--- src/rtl/fir_interp4.sv ---
// 1:4 polyphase FIR interpolator built around a single shared multiplier.
// Each accepted sample produces four outputs, one per phase p, computed as
// sum_k h[4k+p] * d[k] over L = taps/4 taps, one product per clock.
module fir_interp4 #(
  parameter int unsigned taps        = 32,
  parameter int unsigned num_bits    = 8,
  parameter int unsigned input_size  = 8,
  parameter int unsigned output_size = 2 * num_bits + $clog2(taps / 4)
) (
  input  logic                    clock,
  input  logic                    reset,
  input  logic                    in_valid,
  output logic                    in_ready,
  input  logic [input_size-1:0]   Data_In,
  output logic                    out_valid,
  input  logic                    out_ready,
  output logic [output_size-1:0]  Data_Out,
  output logic [1:0]              out_phase,
  input  logic                    coef_we,
  input  logic [$clog2(taps)-1:0] coef_addr,
  input  logic [num_bits-1:0]     coef_data,
  output logic                    busy
);

  localparam int unsigned L  = taps / 4;
  localparam int unsigned LW = (L > 1) ? $clog2(L) : 1;
  localparam int unsigned AW = $clog2(taps);
  localparam int unsigned PW = num_bits + input_size;
  localparam logic [LW-1:0] LastTap = LW'(L - 1);

  typedef enum logic [1:0] {StIdle, StMac, StOut} state_e;

  state_e                 r_state;
  logic [num_bits-1:0]    r_coef [taps];
  logic [input_size-1:0]  r_dline [L];
  logic [1:0]             r_phase;
  logic [LW-1:0]          r_tap;
  logic [output_size-1:0] r_acc;
  logic [output_size-1:0] r_data_out;
  logic                   r_out_valid;
  logic [1:0]             r_out_phase;

  logic                   w_idle;
  logic                   w_accept;
  logic                   w_coef_wr;
  logic [AW-1:0]          w_cidx;
  logic [PW-1:0]          w_prod;
  logic [output_size-1:0] w_sum;

  assign w_idle    = (r_state == StIdle);
  assign w_accept  = in_valid && w_idle;
  // Coefficient writes only land while idle and not racing an input accept.
  assign w_coef_wr = coef_we && w_idle && !w_accept;
  // {tap, phase} is exactly 4*tap + phase.
  assign w_cidx    = AW'({r_tap, r_phase});
  assign w_prod    = PW'(r_coef[w_cidx]) * PW'(r_dline[r_tap]);
  assign w_sum     = r_acc + output_size'(w_prod);

  assign in_ready  = w_idle;
  assign busy      = !w_idle;
  assign out_valid = r_out_valid;
  assign Data_Out  = r_data_out;
  assign out_phase = r_out_phase;

  // Coefficient memory: cleared on reset, written from the config port when idle.
  always_ff @(posedge clock or negedge reset) begin
    if (!reset) begin
      for (int i = 0; i < taps; i++) r_coef[i] <= '0;
    end else if (w_coef_wr) begin
      r_coef[coef_addr] <= coef_data;
    end
  end

  // Delay line: shifts only when a new sample is accepted, d[0] is newest.
  always_ff @(posedge clock or negedge reset) begin
    if (!reset) begin
      for (int i = 0; i < L; i++) r_dline[i] <= '0;
    end else if (w_accept) begin
      r_dline[0] <= Data_In;
      for (int i = 1; i < L; i++) r_dline[i] <= r_dline[i-1];
    end
  end

  // Control FSM: MAC one tap per cycle, then hold the result until handshaked.
  always_ff @(posedge clock or negedge reset) begin
    if (!reset) begin
      r_state     <= StIdle;
      r_phase     <= '0;
      r_tap       <= '0;
      r_acc       <= '0;
      r_data_out  <= '0;
      r_out_valid <= 1'b0;
      r_out_phase <= '0;
    end else begin
      unique case (r_state)
        StIdle: begin
          if (w_accept) begin
            r_phase <= '0;
            r_tap   <= '0;
            r_acc   <= '0;
            r_state <= StMac;
          end
        end
        StMac: begin
          if (r_tap == LastTap) begin
            r_data_out  <= w_sum;
            r_out_valid <= 1'b1;
            r_out_phase <= r_phase;
            r_state     <= StOut;
          end else begin
            r_acc <= w_sum;
            r_tap <= r_tap + 1'b1;
          end
        end
        StOut: begin
          if (out_ready) begin
            r_out_valid <= 1'b0;
            if (r_phase != 2'd3) begin
              r_phase <= r_phase + 2'd1;
              r_tap   <= '0;
              r_acc   <= '0;
              r_state <= StMac;
            end else begin
              r_state <= StIdle;
            end
          end
        end
        default: r_state <= StIdle;
      endcase
    end
  end

endmodule

--- config.mk ---
export PLATFORM = sky130hd
export DESIGN_NAME = fir_interp4
export DESIGN_NICKNAME = d
export VERILOG_FILES = /design/src/rtl/fir_interp4.sv
export SDC_FILE = /design/constraint.sdc
export NUM_CORES = 1
export LEC_CHECK = 0
export ABC_AREA = 1
export CAP_MARGIN = 20
export CORE_MARGIN = 2
export CORE_UTILIZATION = 60
export DETAILED_ROUTE_END_ITERATION = 8
export DONT_BUFFER_PORTS = 1
export PLACE_DENSITY = 0.85
export SETUP_SLACK_MARGIN = 0.2
export SYNTH_ARGS = -nofsm -noshare
export SYNTH_HDL_FRONTEND = slang
export SYNTH_SLANG_ARGS = --single-unit
--- constraint.sdc ---
create_clock -name clock -period 5.4 [get_ports clock]
set_clock_uncertainty 0.05 [all_clocks]
set_input_delay 0.54 -clock clock [delete_from_list [all_inputs] [get_ports clock]]
set_output_delay 0.54 -clock clock [all_outputs]
set_load 0.02 [all_outputs]
==> results_tabular.tex <==
\begin{tabular}{lr}
\hline
Metric & Value \\
\hline
\multicolumn{2}{l}{\textbf{Drt}} \\
Via count & roughly 17000 \\
Routed Wire Length & 52100 um \\
Number of iterations in the first detailed-routing pass & 6 \\
Count of nets left with antenna violations after detail routing & 0 \\
DRC violation count after routing & 0 \\
Vias per Instance & 5.88 \\
Iteration-0 DRC Markers & 1761 \\
WL/cell & 18.2 um \\
\multicolumn{2}{l}{\textbf{Placement}} \\
Placed instance count & 2762 \\
Cell Area, Placed & 19800 um\^{}2 \\
Placed wire-length estimate & 31400 um \\
Placement-stage worst setup slack & 0.00749 ns \\
Final estimated routing congestion in global placement & between 0.9 and 1 \\
Count of input and output buffers & 0 \\
\multicolumn{2}{l}{\textbf{Synth}} \\
Syn. warnings & 0 \\
Average cell area after synthesis & 7.95 um\^{}2 \\
Synthesized instance count & about 2400 \\
Ys async rst share & 100\% \\
Parity-gate share of the synthesized area counting xor and xnor cells & less than 1\% \\
Arithmetic-cell share of the synthesized area counting full adders, half adders and majority gates & roughly 8.0\% \\
Cell types with the largest area share after synthesis & sky130\_fd\_sc\_hd\_\_dfrtp\_1, sky130\_fd\_sc\_hd\_\_nand2\_1, sky130\_fd\_sc\_hd\_\_o21ai\_0, sky130\_fd\_sc\_hd\_\_nand3\_1, sky130\_fd\_sc\_hd\_\_fa\_1 \\
Register area share after synthesis & 47.5\% \\
Proportion of netlist area held by the largest area contributor & 47.5\% \\
Most instantiated flip-flop cell in the synthesis netlist & sky130\_fd\_sc\_hd\_\_dfrtp\_1 \\
Simple-gate share of the synthesized area & 25.0\% \\
Flip-flop and latch count after synthesis & 368 \\
Synth unique cells & 28 \\
Cell area after technology mapping & between 15000 and 20000 um\^{}2 \\
Number of nets produced by synthesis & 2558 \\
Multiplexer area fraction after synthesis & 0\% \\
Post-synth top area cell & sky130\_fd\_sc\_hd\_\_dfrtp\_1 \\
Cell types with the highest counts after synthesis & sky130\_fd\_sc\_hd\_\_nand2\_1, sky130\_fd\_sc\_hd\_\_dfrtp\_1, sky130\_fd\_sc\_hd\_\_o21ai\_0, sky130\_fd\_sc\_hd\_\_nand3\_1, sky130\_fd\_sc\_hd\_\_inv\_1 \\
Fraction of the mapped netlist area in compound gates & 11.2\% \\
Number of enable-type register cells in the synthesized netlist & 0 \\
Main combinational cell family by area after synthesis & simple AND/OR/NAND/NOR gates \\
Cell with the most instances after synthesis & sky130\_fd\_sc\_hd\_\_nand2\_1 \\
\multicolumn{2}{l}{\textbf{STA}} \\
Min cycle time layout & 5.12 ns \\
Least-Margin Pin Slew & 1.09 ns \\
Final Worst Setup Slack & 0.278 ns \\
Period utilisation layout & between 90\% and 100\% \\
Number of endpoints with negative hold slack in the final report & roughly 370 \\
Max Freq & roughly 200 MHz \\
Final setup viols & 0 \\
Setup repair after global routing missed its margin & true \\
Minimum hold slack & -0.342 ns \\
TNS Setup & 0 ns \\
Count of pins over their slew limit & 0 \\
Relative max-transition margin & 27.2\% \\
\multicolumn{2}{l}{\textbf{Outcome}} \\
Run status & finished with violations \\
Violations in the final reports & hold timing \\
\multicolumn{2}{l}{\textbf{Critical path}} \\
Arrival time reported for the critical path endpoint & 5.55 ns \\
Number of buffers and inverters on the critical path & 5 \\
Dominant delay contributor by cell family on the critical path & adder cells \\
Cell type of the slowest stage on the worst timing path & sky130\_fd\_sc\_hd\_\_fa\_1 \\
Kind of critical path & flip-flop to flip-flop \\
CP required & 5.83 ns \\
Worst-path cell chain & buf\_4 -> nand3\_1 -> nand2\_1 -> nand2\_1 -> nand3\_2 -> buf\_4 -> nand3\_1 -> fa\_1 -> inv\_1 -> ha\_1 -> fa\_1 -> inv\_1 -> fa\_1 -> inv\_1 -> ha\_1 -> a21oi\_1 -> nand2\_2 -> a21oi\_4 -> nand2\_2 -> nand2\_2 -> nand3\_1 -> nand2\_1 \\
Maximum single-stage delay on the critical path & 0.55 ns \\
Crit-path max FO & 43 \\
Endpoint type of the worst setup path & flip-flop \\
Worst Setup Start Kind & flip-flop \\
\multicolumn{2}{l}{\textbf{Power}} \\
Fraction of power consumed by combinational cells & 61.5\% \\
Net switching power of the design & between 7 and 8 mW \\
Proportion of power drawn by the clock network & between 15 and 20\% \\
Total power & 17.2 mW \\
Switching power share of the total & a little under half \\
Cell Pwr Density & 781 nW/um\^{}2 \\
Power share of the sequential group & $\sim$23\% \\
Static Leak & 10.8 nW \\
Worst voltage drop across the vdd grid & 942 uV \\
Internal power of the cells & 9.39 mW \\
\multicolumn{2}{l}{\textbf{CTS}} \\
Root Driver & sky130\_fd\_sc\_hd\_\_clkbuf\_16 \\
Number of H-tree levels & 2 \\
CTS tree & yes \\
Sinks on the clock net & $\sim$370 \\
Worst-Skew Late Latency & 0.56 ns \\
Deepest clock path buffer count & 3 \\
Clk pin slew, worst setup/hold paths & 0.06 ns \\
Total CTS buffers & 39 \\
\multicolumn{2}{l}{\textbf{Global routing}} \\
Initial antenna violation count & 0 \\
Maximum number of pins on one net before global-route repair & 369 \\
Via count of the first global-routing pass & roughly 16000 \\
Global-route usage over all layers & 30.7\% \\
Sum of overflow across all layers after global routing & 0 \\
First-pass GRT wire length & about 83000 um \\
\multicolumn{2}{l}{\textbf{Hold path}} \\
Class of the worst hold path & primary input to asynchronous set/reset pin \\
\multicolumn{2}{l}{\textbf{Floorplanning}} \\
Die Area & 33700 um\^{}2 \\
Starting density of the core & 61.1\% \\
Io pins & 50 \\
Floorplan core area & 31700 um\^{}2 \\
Horizontal extent of the die & 184 um \\
Die Span Y & 184 um \\
Placement row count & 65 \\
\multicolumn{2}{l}{\textbf{Finish}} \\
Count of nets after finishing & 2547 \\
Layout overhead on the synthesized area & 13.5\% \\
Share of final-layout standard cells stronger than drive strength 1 & 10.5\% \\
Antenna diode count & 0 \\
Final instance area & 22000 um\^{}2 \\
Filler-free cell count of the finished design & roughly 2900 \\
\multicolumn{2}{l}{\textbf{Run}} \\
Maximum Capacitance Violations & 0 \\
\hline
\end{tabular}
-- cell families (layout without fill, tap and decap cells) --
family                   after synthesis  after routing
AO/OA/AOI/OAI                        433            433
XOR/XNOR                               6              6
adder cells (fa/ha/maj)               94             94
buffers and inverters                363            381
flip-flops                           368            368
AND/OR/NAND/NOR                     1174           1174
-- final timing paths --
kind	from	end	slack, ns	cells after the start
max	r_tap[0]	Data_Out[17]	0.28	22
min	reset	r_dline[52]	-0.34	0
max reg2reg	r_tap[0]	Data_Out[17]	0.28	22
min reg2reg	r_coef[152]	r_coef[152]	0.43	2
max in group asynchronous	reset	r_coef[232]	4.77	0
min in group clock	out_ready	r_state[1]	0.05	1
-- registers in the layout, summed over array words and instances, names as in the netlist --
| register | cells |
|---|---|
| r_coef | 256 |
| r_state | 2 |
| r_acc | 19 |
| out_phase | 2 |
| out_valid | 1 |
| r_tap | 3 |
| r_dline | 64 |
| Data_Out | 19 |
| r_phase | 2 |
-- power groups by stage --
stage	Clock, mW	Combinational, mW	Sequential [mW]
2_1_floorplan	0	6.06	3.81
3_3_place_gp	0	8.55	3.90
3_5_place_dp	0	8.81	3.93
6_report	2.69	10.6	3.91
4_1_cts	2.71	9.13	3.90
5_1_grt	2.84	11.9	3.98
-- per-layer routing --
metal	vias up	share of wire [%]	track usage, %
li1	7780	-	-
met3	166	8.8	5.31
met4	0	3.8	12.2
met2	786	48	50.0
met1	8062	39	41.2
met5	-	0	0
-- worst reg2reg max path, delay by kind of cell (launching register included) --
family / cells / cell delay (ns)
AOI/OAI and AO/OA: 2 / 0.42
adders and majority gates: 5 / 2.24
buffers and inverters: 5 / 0.75
DFF: 1 / 0.42
and+or+nand+nor: 10 / 1.16
-- through the flow --
step / util, % / hold WS (ns)
floorplan: - / 0.194
global placement: 62.3 / 0.214
detailed placement: 62.4 / 0.211
CTS: 67.1 / -0.358
global route: 69.3 / -0.361
finish: 69.3 / -0.342
-- layout by cell type (no fill, tap or decap), drive strengths merged, types with 9 or more instances in the layout --
| cell | n |
|---|---|
| dfrtp | 368 |
| nand2 | 804 |
| fa | 50 |
| buf | 86 |
| nor2 | 93 |
| clkbuf | 62 |
| a21oi | 77 |
| clkinv | 9 |
| nand3 | 253 |
| o21ai | 350 |
| ha | 44 |
| inv | 220 |
| nor3 | 13 |
-- final cells by class --
cell class                 instances  area [um^2]
timing repair inverter             1         8.76
tap                              402          503
inverter                         220          842
sequential                       368         9220
fill                            2398         9730
clock buffer                      58         1140
timing repair buffer              90         1090
clock inverter                    12          135
multi-input combinational       1707         9050
-- what timing repair did --
item / CTS / global route
setup endpoints to repair: 23 / 25
pin swaps: 2 / 45
gates resized for setup: 32 / 87
cloned: 4 / 6
hold endpoints to repair: 368 / 368
setup buffers: 1 / 9
(Power assumes the default switching activity.)
